`config.mk`:
```
export PLATFORM = sky130hd
export DESIGN_NAME = prg_mem_loader
export DESIGN_NICKNAME = d
export VERILOG_FILES = /design/src/rtl/prg_mem_loader.sv
export SDC_FILE = /design/constraint.sdc
export NUM_CORES = 1
export LEC_CHECK = 0
export ABC_AREA = 1
export CAP_MARGIN = 15
export CORE_UTILIZATION = 55
export DETAILED_ROUTE_END_ITERATION = 7
export GPL_ROUTABILITY_DRIVEN = 0
export PLACE_DENSITY = 0.77
export SETUP_SLACK_MARGIN = 0.1
export SLEW_MARGIN = 10
export SYNTH_ARGS = -nofsm -noshare
export SYNTH_HDL_FRONTEND = slang
export SYNTH_SLANG_ARGS = --single-unit
```
`constraint.sdc`:
```
create_clock -name clock -period 11.5 [get_ports clock]
set_clock_uncertainty 0.1 [all_clocks]
set_input_delay 1.15 -clock clock [delete_from_list [all_inputs] [get_ports clock]]
set_output_delay 1.15 -clock clock [all_outputs]
set_load 0.1 [all_outputs]
```
`src/rtl/prg_mem_loader.sv`:
```
`timescale 1ns/1ps
`default_nettype none
// +--------------------------------------------------------------------------+
// | prg_mem_loader: boot loader that streams bytes into program memory by    |
// | byte lanes, then reads the image back and checks an additive checksum.   |
// | Revision: 1.0                                                            |
// +--------------------------------------------------------------------------+
module prg_mem_loader #(
  parameter int ADDR_WIDTH = 12,
  parameter int NB_COL     = 4,
  parameter int COL_WIDTH  = 8
) (
  input  logic                          clock,
  input  logic                          reset,
  input  logic                          start,
  input  logic [ADDR_WIDTH:0]           load_len,
  input  logic                          s_valid,
  input  logic [COL_WIDTH-1:0]          s_data,
  output logic                          s_ready,
  output logic [NB_COL-1:0]             mem_we,
  output logic [ADDR_WIDTH-1:0]         mem_addr,
  output logic [NB_COL*COL_WIDTH-1:0]   mem_wdata,
  input  logic [NB_COL*COL_WIDTH-1:0]   mem_rdata,
  output logic                          busy,
  output logic                          done,
  output logic                          chk_ok,
  output logic [NB_COL*COL_WIDTH-1:0]   checksum
);
  localparam int DW     = NB_COL * COL_WIDTH;
  localparam int LANE_W = (NB_COL > 1) ? $clog2(NB_COL) : 1;
  localparam logic [LANE_W-1:0]   LAST_LANE = LANE_W'(NB_COL - 1);
  localparam logic [ADDR_WIDTH:0] MAX_LEN   = {1'b1, {ADDR_WIDTH{1'b0}}};

  typedef enum logic [1:0] {S_IDLE, S_LOAD, S_VERIFY, S_DRAIN} state_t;

  state_t                state, state_nxt;
  logic [ADDR_WIDTH:0]   len, len_nxt, len_m1;
  logic [ADDR_WIDTH:0]   word_idx, word_idx_nxt;
  logic [ADDR_WIDTH:0]   vaddr, vaddr_nxt;
  logic [LANE_W-1:0]     lane, lane_nxt;
  logic [DW-1:0]         shadow, shadow_nxt;
  logic [DW-1:0]         write_sum, write_sum_nxt;
  logic [DW-1:0]         read_sum, read_sum_nxt, sum_next;
  logic                  addr_vld, addr_vld_nxt;
  logic                  data_vld, data_vld_nxt;
  logic                  s_ready_nxt, busy_nxt, done_nxt, chk_ok_nxt;
  logic [NB_COL-1:0]     mem_we_nxt;
  logic [ADDR_WIDTH-1:0] mem_addr_nxt;
  logic [DW-1:0]         mem_wdata_nxt, checksum_nxt;

  assign len_m1   = len - {{ADDR_WIDTH{1'b0}}, 1'b1};
  // data_vld marks the cycle in which mem_rdata belongs to an issued read
  assign sum_next = read_sum + (data_vld ? mem_rdata : '0);

  always_comb begin
    state_nxt     = state;
    len_nxt       = len;
    word_idx_nxt  = word_idx;
    vaddr_nxt     = vaddr;
    lane_nxt      = lane;
    shadow_nxt    = shadow;
    write_sum_nxt = write_sum;
    read_sum_nxt  = sum_next;
    addr_vld_nxt  = 1'b0;
    data_vld_nxt  = addr_vld;
    s_ready_nxt   = s_ready;
    mem_we_nxt    = '0;
    mem_addr_nxt  = mem_addr;
    mem_wdata_nxt = mem_wdata;
    busy_nxt      = busy;
    done_nxt      = 1'b0;
    chk_ok_nxt    = chk_ok;
    checksum_nxt  = checksum;
    case (state)
      S_IDLE: begin
        if (start) begin
          len_nxt       = (load_len > MAX_LEN) ? MAX_LEN : load_len;
          word_idx_nxt  = '0;
          vaddr_nxt     = '0;
          lane_nxt      = '0;
          shadow_nxt    = '0;
          write_sum_nxt = '0;
          read_sum_nxt  = '0;
          chk_ok_nxt    = 1'b0;
          checksum_nxt  = '0;
          if (load_len == '0) begin
            done_nxt   = 1'b1;
            chk_ok_nxt = 1'b1;
          end else begin
            state_nxt   = S_LOAD;
            s_ready_nxt = 1'b1;
            busy_nxt    = 1'b1;
          end
        end
      end
      S_LOAD: begin
        if (s_valid && s_ready) begin
          mem_we_nxt    = NB_COL'(1) << lane;
          mem_addr_nxt  = word_idx[ADDR_WIDTH-1:0];
          mem_wdata_nxt = {NB_COL{s_data}};
          shadow_nxt[int'(lane)*COL_WIDTH +: COL_WIDTH] = s_data;
          lane_nxt = (lane == LAST_LANE) ? '0 : lane + LANE_W'(1);
          if (lane == LAST_LANE) begin
            write_sum_nxt = write_sum + shadow_nxt;
            word_idx_nxt  = word_idx + {{ADDR_WIDTH{1'b0}}, 1'b1};
            if (word_idx == len_m1) begin
              s_ready_nxt = 1'b0;
              state_nxt   = S_VERIFY;
            end
          end
        end
      end
      S_VERIFY: begin
        mem_addr_nxt = vaddr[ADDR_WIDTH-1:0];
        addr_vld_nxt = 1'b1;
        vaddr_nxt    = vaddr + {{ADDR_WIDTH{1'b0}}, 1'b1};
        if (vaddr == len_m1) state_nxt = S_DRAIN;
      end
      S_DRAIN: begin
        // finish once the last issued read has been summed
        if (data_vld && !addr_vld) begin
          state_nxt    = S_IDLE;
          busy_nxt     = 1'b0;
          done_nxt     = 1'b1;
          chk_ok_nxt   = (sum_next == write_sum);
          checksum_nxt = sum_next;
        end
      end
      default: state_nxt = S_IDLE;
    endcase
  end

  always_ff @(posedge clock or posedge reset) begin
    if (reset) begin
      state     <= S_IDLE;
      len       <= '0;
      word_idx  <= '0;
      vaddr     <= '0;
      lane      <= '0;
      shadow    <= '0;
      write_sum <= '0;
      read_sum  <= '0;
      addr_vld  <= 1'b0;
      data_vld  <= 1'b0;
      s_ready   <= 1'b0;
      mem_we    <= '0;
      mem_addr  <= '0;
      mem_wdata <= '0;
      busy      <= 1'b0;
      done      <= 1'b0;
      chk_ok    <= 1'b0;
      checksum  <= '0;
    end else begin
      state     <= state_nxt;
      len       <= len_nxt;
      word_idx  <= word_idx_nxt;
      vaddr     <= vaddr_nxt;
      lane      <= lane_nxt;
      shadow    <= shadow_nxt;
      write_sum <= write_sum_nxt;
      read_sum  <= read_sum_nxt;
      addr_vld  <= addr_vld_nxt;
      data_vld  <= data_vld_nxt;
      s_ready   <= s_ready_nxt;
      mem_we    <= mem_we_nxt;
      mem_addr  <= mem_addr_nxt;
      mem_wdata <= mem_wdata_nxt;
      busy      <= busy_nxt;
      done      <= done_nxt;
      chk_ok    <= chk_ok_nxt;
      checksum  <= checksum_nxt;
    end
  end
endmodule
`default_nettype wire

```
Word-level counts from Yosys, hierarchy flattened

Index checks and enable logic that the tools add are counted.

Register bits: 225
Bits in latches: 0
Bits in writable memories: 0
Bits in read-only memories: 0
Input bits: 57
Word-level logic and storage cells: 112
Memories kept: 0

$add $sub $neg: 7
Multiply operators: 0
Div/mod/pow operators: 0
Magnitude comparators: 1
Eq/ne operators: 14
Shift operators: 3
Muxes and demuxes: 50
Bitwise logic cells: 0
Reductions and logical operators: 19

Operators by type and width:

| cell                                                                     | number |
|---|---|
| 32-bit 2-to-1 mux                                                        | 8 |
| 32-bit case mux with 2 select lines                                      | 3 |
| 32-bit adder                                                             | 2 |
| 13-bit 2-to-1 mux                                                        | 4 |
| 13-bit case mux with 2 select lines                                      | 2 |
| 5-bit negation with 33-bit output                                        | 1 |
| 8-bit by 33-bit variable shift with 32-bit output (first input constant) | 1 |
| 8-bit by 33-bit indexed part select with 32-bit output                   | 1 |
| 32-bit bitwise mux                                                       | 1 |
| 32-bit equality test                                                     | 1 |
| 13-bit by 1-bit adder with 13-bit output (second input constant)         | 2 |
| 13-bit equality test                                                     | 2 |
| 12-bit case mux with 2 select lines                                      | 1 |
| 2-bit 2-to-1 mux                                                         | 10 |
| 2-bit != test (second input constant)                                    | 7 |
| 13-bit greater-than comparator (second input constant)                   | 1 |
| 13-bit logical NOT                                                       | 1 |
| 13-bit by 1-bit subtractor with 13-bit output (second input constant)    | 1 |
| 1-bit 2-to-1 mux                                                         | 12 |
| 12-bit 2-to-1 mux                                                        | 1 |
| 4-bit 2-to-1 mux                                                         | 2 |
| 1-bit case mux with 2 select lines                                       | 4 |
| 2-bit case mux with 4 select lines                                       | 1 |
| 2-bit AND reduction                                                      | 4 |
| 13 further kinds                                                         | 21 |

Depth between registers and ports, before layout

Gate-level depths: netlist of run 1.

Depth in word-level cells: 7
Mapped depth: 24

Worst setup path after synthesis of run 1

OpenSTA, ideal clock, no wires.

Path kind: reg2reg
Start point: reg lane[0]
End point: reg write_sum[20]
Data arrival time: 3403 ps
Data required time: 11270 ps
Path slack: 7867 ps
Cell stages (with the launch flop): 21
Path buffers: 2
Path through: dfrtp_1 -> clkbuf_1 -> inv_1 -> ha_1 -> inv_1 -> clkbuf_1 -> nor3_1 -> a21oi_1 -> inv_1 -> ha_1 -> fa_1 -> nand3_1 -> nand3_1 -> a21oi_1 -> o21ai_0 -> a21oi_1 -> inv_1 -> a21oi_1 -> inv_1 -> o21ai_0 -> o21ai_0

Word-level cells in the longest chain between the ends: 7

RTL lines:

| what                                                                                                                               | line | RTL |
|---|---|---|
| start, declared                                                                                                                    | 40   | `logic [LANE_W-1:0] lane, lane_nxt;` |
| start signal, assigned                                                                                                             | 158  | `lane <= lane_nxt;` |
| 5-bit negation with 33-bit output                                                                                                  | 101  | `shadow_nxt[int'(lane)*COL_WIDTH +: COL_WIDTH] = s_data;` |
| 8-bit by 33-bit indexed part select with 32-bit output / 8-bit by 33-bit variable shift with 32-bit output (equally long branches) | 101  |  |
| 32-bit bitwise mux                                                                                                                 | 101  |  |
| 32-bit adder                                                                                                                       | 104  | `write_sum_nxt = write_sum + shadow_nxt;` |
| 32-bit 2-to-1 mux                                                                                                                  | 103  | `if (lane == LAST_LANE) begin` |
| 32-bit 2-to-1 mux                                                                                                                  | 97   | `if (s_valid && s_ready) begin` |
| 32-bit case mux with 2 select lines                                                                                                | 74   | `case (state)` |
| end signal, assigned                                                                                                               | 160  | `write_sum <= write_sum_nxt;` |
| end, declared                                                                                                                      | 42   | `logic [DW-1:0] write_sum, write_sum_nxt;` |

Several ways; a longest one is shown, not always the timed one. The select of a mux whose other input is x is not followed.
A chain may end at the register's enable or synchronous reset.

Worst setup path after layout of run 1

Start point: in s_valid
End point: reg write_sum[26]

Word-level cells in the longest chain between the ends: 3

RTL lines:

| what                                 | line | RTL |
|---|---|---|
| start, declared                      | 17   | `input logic s_valid,` |
| 1-bit logical AND                    | 97   |  |
| 2-bit != test (no source line)       | -    |  |
| 4-bit AND reduction (no source line) | -    |  |

Every way passes these cells.

==> impl_metrics.yaml, run 1 <==
run_status:
  status: "finished, final reports clean"
synth:
  synthArstFlopShare_pct: 100
  yosysMostFrequentCell: "nand2_1"
  synth_compound_area_share_pct: 13.7
  synth_top_family_by_area: "simple AND/OR/NAND/NOR gates"
  yosys.area_share.simple_pct: 27.7
  avgSynthCellArea_sq_um: 6.95
  synthCells: 2004
  syn_area_sq_um: 13900
  synth-xor-area-share_pct: 3.34
  ys_seq_elements: 201
  synth_common_cells: "505 x nand2_1, 349 x inv_1, 201 x dfrtp_1"
  yosys-top-cells-area: "dfrtp_1 36%, nand2_1 14%, inv_1 9.4%"
  post_synth_fa_ha_maj_area_fraction_pct: 7.12
  ys_types: 48
  syn-num-nets: 2139
  yosysWarnings: 0
  synth_seq_area_share_pct: 36.1
  synth_edf_count: 0
  synth_top_flop_cell: "dfrtp_1"
  synthMuxAreaShare_pct: 0
  synth_top_area_cell: "dfrtp_1"
  synth_top_cell_area_share_pct: 36.1
placed_design:
  port_buffers: 140
  dp_hpwl_microns: 29100
  dp_worst_setup_slack_ps: 6440
  placed_cells: 2409
  postPlaceCellArea_sq_um: 15400
floorplan:
  core_area_sq_um: 24600
  io_pins: 141
  die_x_microns: 161
  row_count: 57
  floorplan.initialDensity_pct: 56.6
  fp.dieH_microns: 161
  dieArea_sq_um: 25900
layout:
  postLayoutCellArea_sq_um: 16300
  fin_cells: 2453
  multiInputGateArea_sq_um: 7220
  finalNetCount: 2246
  seqCellArea_sq_um: 5030
  n_antenna_cell: 0
  drive_gt1_share_pct: 3.01
  fill_cells: 2150
  area_delta_synth_final_pct: 17.0
worst_setup_path:
  critPathKind: "in2reg"
  r2r_end: "write_sum[26]$_DFFE_PP0P_"
  r2r_start: "state[1]$_DFFE_PP0P_"
  cp.required_ps: 11830
  r2r_setup_slack_ps: 6970
  path_max_fanout: 29
  cp.arrival_ps: 4920
  endpoint_kind: "flip-flop"
  reg2reg_depth: 14
  crit_path_start_kind: "input port"
timing:
  hold_slack_ps: 289
  rsz0062_at_grt: "false"
  fmax_mhz: 218
  fin_crit_sh_pct: 39.9
  setup_viol: 0
  worst_pin_slew_ps: 1140
  finalHoldViolations: 0
  slew_headroom_pct: 24.2
  min_period_ps: 4590
  tns_ps: 0
  slew_violations: 0
  fin_ws_ps: 6910
clock_network:
  cts-resized-gates: 0
  hold_buffers: 0
  clk_path_buf_depth: 3
  htreeDepth: 1
  path_clk_slew_ps: 60
  clockRootBuffer: "clkbuf_16"
  numCtsBuffers: 24
  cts_sinks: 201
  post-cts-setup-buffers: 0
  clock_latency_ps: 540
  tritoncts: "yes"
power_and_ir_drop:
  ir_drop_mv: 0.223
  leakagePower_nw: 8.35
  p_per_area_nw_per_um2: 296
job:
  cap_violations: 0
detailed_routing:
  first_iter_violations: 1119
  drtAntennaViolNets: 0
  viasPerCell: 5.53
  drt-pass1-iter-count: 7
  wirelength_microns: 38300
  wire_per_inst_microns: 15.6
  vias: 13600
  drcViolationCount: 0
worst_hold_path:
  worstHoldStart: "addr_vld$_DFF_PP0_"
  hp-class: "reg2reg"
  holdPathEnd: "data_vld$_DFF_PP0_"
  hold_depth: 0
global_routing:
  grt_pass1_vias: 12800
  grt_max_degree: 128
  overflow: 0
  grt_pass1_wl_microns: 62700
  grt_antenna_before_repair: 0
  track_usage_pct: 29.7
[layer usage]
metal / GRT usage (%) / wire length, microns / vias up
met5: 0 / 0 / -
met1: 40.6 / 16600 / 6305
li1: - / - / 6657
met2: 48.0 / 17500 / 527
met3: 5.19 / 2960 / 84
met4: 9.18 / 1170 / 0
[worst max-delay path: stages]
cell             delay, ps
clkdlybuf4s50_1        460
nand2_1                200
nor2_8                 390
inv_2                  240
o21ai_2                160
nand2_4                130
nor2_4                 560
inv_1                  430
nor2_4                 290
inv_1                  420
a21oi_1                250
o21ai_0                110
o21ai_0                 90
[final cells by class]
| type | instances | area share, % |
|---|---|---|
| Multi-Input combinational cell | 1385 | 44.4 |
| Sequential cell | 201 | 30.9 |
| Timing Repair Buffer | 145 | 8.83 |
| Inverter | 354 | 8.21 |
| Clock buffer | 35 | 4.37 |
| Tap cell | 324 | 2.49 |
| Clock inverter | 9 | 0.853 |
[cells by family (layout without fill, tap and decap cells)]
logic type	after synthesis	after routing
xor+xnor	45	45
buf+inv	418	543
simple gates	916	916
compound gates	346	346
fa+ha+maj	78	78
flops	201	201
[placed cells by master, fill, tap and decap left out, types with 11 or more instances in the layout]
cell type,Yosys,routed
nand2_1,505,504
inv_1,349,348
dfrtp_1,201,201
nor2_1,173,173
nand3_1,159,159
clkdlybuf4s50_1,0,140
o21ai_0,128,128
a21oi_1,112,112
ha_1,76,76
o22ai_1,63,63
nor3_1,36,35
xor2_1,30,30
clkbuf_16,0,24
a31oi_1,15,15
nor4_1,11,11
[stage by stage]
stage,power [W],util [%]
2_1_floorplan,0.00334,-
3_3_place_gp,0.00394,62.7
3_5_place_dp,0.00399,62.7
4_1_cts,0.00481,66.2
5_1_grt,0.00512,66.2
6_report,0.00482,66.2
[worst max-delay path by stage]
stage	startpoint	to	slack, ps	depth (start not counted)
after floorplan	reset	addr_vld$_DFF_PP0_	4770	1
after global placement	s_valid	write_sum[27]$_DFFE_PP0P_	6650	13
after detailed placement	s_valid	write_sum[26]$_DFFE_PP0P_	6440	13
after CTS	s_valid	write_sum[26]$_DFFE_PP0P_	6990	13
after global routing	s_valid	write_sum[25]$_DFFE_PP0P_	6610	13
final	s_valid	write_sum[26]$_DFFE_PP0P_	6910	13
[power breakdown]
part	switching (W)	internal (W)
Clock	0.000311	0.000497
Combinational	0.00215	0.000789
Sequential	0.000166	0.000911
[flip-flops by register name (all words and copies together) (netlist names), 4 cells and up]
| name | flops |
|---|---|
| checksum | 32 |
| len | 13 |
| mem_addr | 12 |
| mem_wdata | 8 |
| mem_we | 4 |
| read_sum | 32 |
| shadow | 32 |
| vaddr | 13 |
| word_idx | 13 |
| write_sum | 32 |
Power figures use the tool's default switching activity.
==> run 2, diff against run 1 <==
--- a/config.mk
+++ b/config.mk
@@ -7,7 +7,7 @@
 export LEC_CHECK = 0
 export ABC_AREA = 1
 export CAP_MARGIN = 15
-export CORE_UTILIZATION = 55
+export CORE_UTILIZATION = 53
 export DETAILED_ROUTE_END_ITERATION = 7
 export GPL_ROUTABILITY_DRIVEN = 0
 export PLACE_DENSITY = 0.77
==> constraint.sdc (replaced) <==
create_clock -name clock -period 3.9 [get_ports clock]
set_clock_uncertainty 0.1 [all_clocks]
set_input_delay 0.39 -clock clock [delete_from_list [all_inputs] [get_ports clock]]
set_output_delay 0.39 -clock clock [all_outputs]
set_load 0.1 [all_outputs]
==> run 2 against run 1 <==
- cell area grew 1.2%
- clock power grew to 2.8 times the previous value
- combinational power grew to 3.0 times the previous value
- non-clock buffer count grew 19
- utilization shrank 1.5 points
- routed wire length grew 3.7%
- flip-flop and latch count is the same
- hold slack lost 14 ps
- critical path depth grew 5
- critical endpoint is now write_sum[28]$_DFFE_PP0P_
==> impl_metrics.yaml, run 2 (synthesis gave the netlist of run 1 again) <==
run_status:
  status: "finished, final reports clean"
layout:
  fill_cells: 2293
  final_common_cell: "nand2_1"
  seqCellArea_sq_um: 5030
  finalNetCount: 2265
  drive_gt1_share_pct: 4.43
  multiInputGateArea_sq_um: 7280
  final_util_pct: 64.7
  final_cell_mix: "504 x nand2_1, 346 x inv_1, 201 x dfrtp_1"
  postLayoutCellArea_sq_um: 16500
  n_antenna_cell: 0
  area_delta_synth_final_pct: 18.4
timing:
  slew_violations: 0
  min_period_ps: 3530
  rsz0062_at_grt: "true"
  fin_ws_ps: 366
  slew_headroom_pct: 34.3
  finalHoldViolations: 0
  tns_ps: 0
  worst_pin_slew_ps: 983
  setup_viol: 0
  fin_crit_sh_pct: 90.6
  fmax_mhz: 283
power_and_ir_drop:
  power_frac_comb_pct: 62.1
  power.switching_w: 0.00782
  ir_drop_mv: 0.763
  intPower_w: 0.00650
  clkPwrFrac_pct: 16.0
  p_per_area_nw_per_um2: 869
  seqPwrFrac_pct: 21.9
  leakagePower_nw: 8.46
  swShare_pct: 54.6
clock_network:
  hold_buffers: 0
  clk_path_buf_depth: 3
  clock_latency_ps: 550
  numCtsBuffers: 24
  cts_sinks: 201
  htreeDepth: 1
  clockRootBuffer: "clkbuf_16"
  tritoncts: "yes"
  path_clk_slew_ps: 60
worst_setup_path:
  critPathKind: "reg2reg"
  cp.arrival_ps: 3890
  cp-endpoint: "write_sum[28]$_DFFE_PP0P_"
  cp-startpoint: "lane[0]$_DFFE_PP0P_"
  r2r_start: "lane[0]$_DFFE_PP0P_"
  crit_path_start_kind: "flip-flop"
  path_max_fanout: 16
  endpoint_kind: "flip-flop"
  r2r_end: "write_sum[28]$_DFFE_PP0P_"
  r2r_setup_slack_ps: 370
  cp.required_ps: 4250
  reg2reg_depth: 18
placed_design:
  port_buffers: 140
  dp_hpwl_microns: 30100
  postPlaceCellArea_sq_um: 15600
  dp_worst_setup_slack_ps: 203
global_routing:
  track_usage_pct: 30.1
  grt_pass1_wl_microns: 64600
  grt_max_degree: 49
  overflow: 0
  grt_pass1_vias: 13000
  grt_antenna_before_repair: 0
detailed_routing:
  drt-pass1-iter-count: 6
  wire_per_inst_microns: 16.0
  drcViolationCount: 0
  first_iter_violations: 1325
  viasPerCell: 5.58
  drtAntennaViolNets: 0
  wirelength_microns: 39700
  vias: 13800
floorplan:
  die_x_microns: 164
  row_count: 58
  io_pins: 141
  core_area_sq_um: 25500
  fp.dieH_microns: 164
  dieArea_sq_um: 26900
  floorplan.initialDensity_pct: 54.6
worst_hold_path:
  hp-class: "in2async"
job:
  cap_violations: 0
-- run 2: cell types whose count changed in the layout (fill, tap and decap cells not counted), sizes merged --
cell      delta
clkinvlp     -1
clkbuf       -4
buf         +19
clkinv       +3
inv          -1
bufinv       -1
-- run 2: what timing repair did --
item / in CTS / in global routing
cloned: 0 / 0
setup endpoints to repair: 1 / 13
gates resized for setup: 1 / 13
pin swaps: 0 / 2
buffers inserted: 0 / 1
endpoints found under the hold margin: 0 / 0
-- run 2: power groups by stage --
stage | Combinational [W] | Sequential [W] | Clock (W)
final | 0.00889 | 0.00313 | 0.00229
after global routing | 0.00960 | 0.00319 | 0.00240
after CTS | 0.00878 | 0.00313 | 0.00231
after detailed placement | 0.00871 | 0.00316 | 0
after global placement | 0.00858 | 0.00313 | 0
after floorplan | 0.00495 | 0.00490 | 0
-- run 2: worst min path at each step --
stage                                 to  slack [ps]  depth (start not counted)
finish              vaddr[5]$_DFFE_PP0P_         280                          2
global route          data_vld$_DFF_PP0_         290                          0
CTS                   data_vld$_DFF_PP0_         280                          0
detailed placement    data_vld$_DFF_PP0_         260                          0
global placement      data_vld$_DFF_PP0_         260                          0
floorplan             data_vld$_DFF_PP0_         250                          0
-- run 2: area by class of cell --
cell class,instances,area share (%)
clock inverters,9,0.668
flip-flops and latches,201,30.5
clock buffers,31,4.23
well taps,330,2.51
inverters,354,8.12
repair buffers,164,9.75
multi-input cells,1385,44.2
-- run 2: through the flow --
step | instances | total power [W] | hold slack, ps
finish | 2474 | 0.0143 | 275
CTS | 2473 | 0.0142 | 277
detailed placement | 2433 | 0.0119 | 265
global placement | 2433 | 0.0117 | 262
floorplan | 2004 | 0.00984 | 254
global route | 2474 | 0.0152 | 291
-- run 2: worst max-delay path, cell delays in order, from the launching register on --
cell and delay, ps:
dfrtp_1 390, inv_1 210, ha_4 190, clkinvlp_4 220, a21oi_2 260, inv_1 70
ha_1 210, fa_1 400, nand3_1 100, nand3_1 140, a21oi_2 220, o21ai_1 180
nand3_1 120, nand3_1 170, nand2_1 110, nand2_1 70, a21oi_1 120, o21ai_0 100
o21ai_0 70
-- run 2: metal layers --
layer	vias to the layer above	share of wire, %	GRT usage, %
met5	-	0	0
met4	0	4.0	12.6
met3	123	7.5	4.22
met2	611	46	48.9
met1	6363	42	40.3
li1	6696	-	-
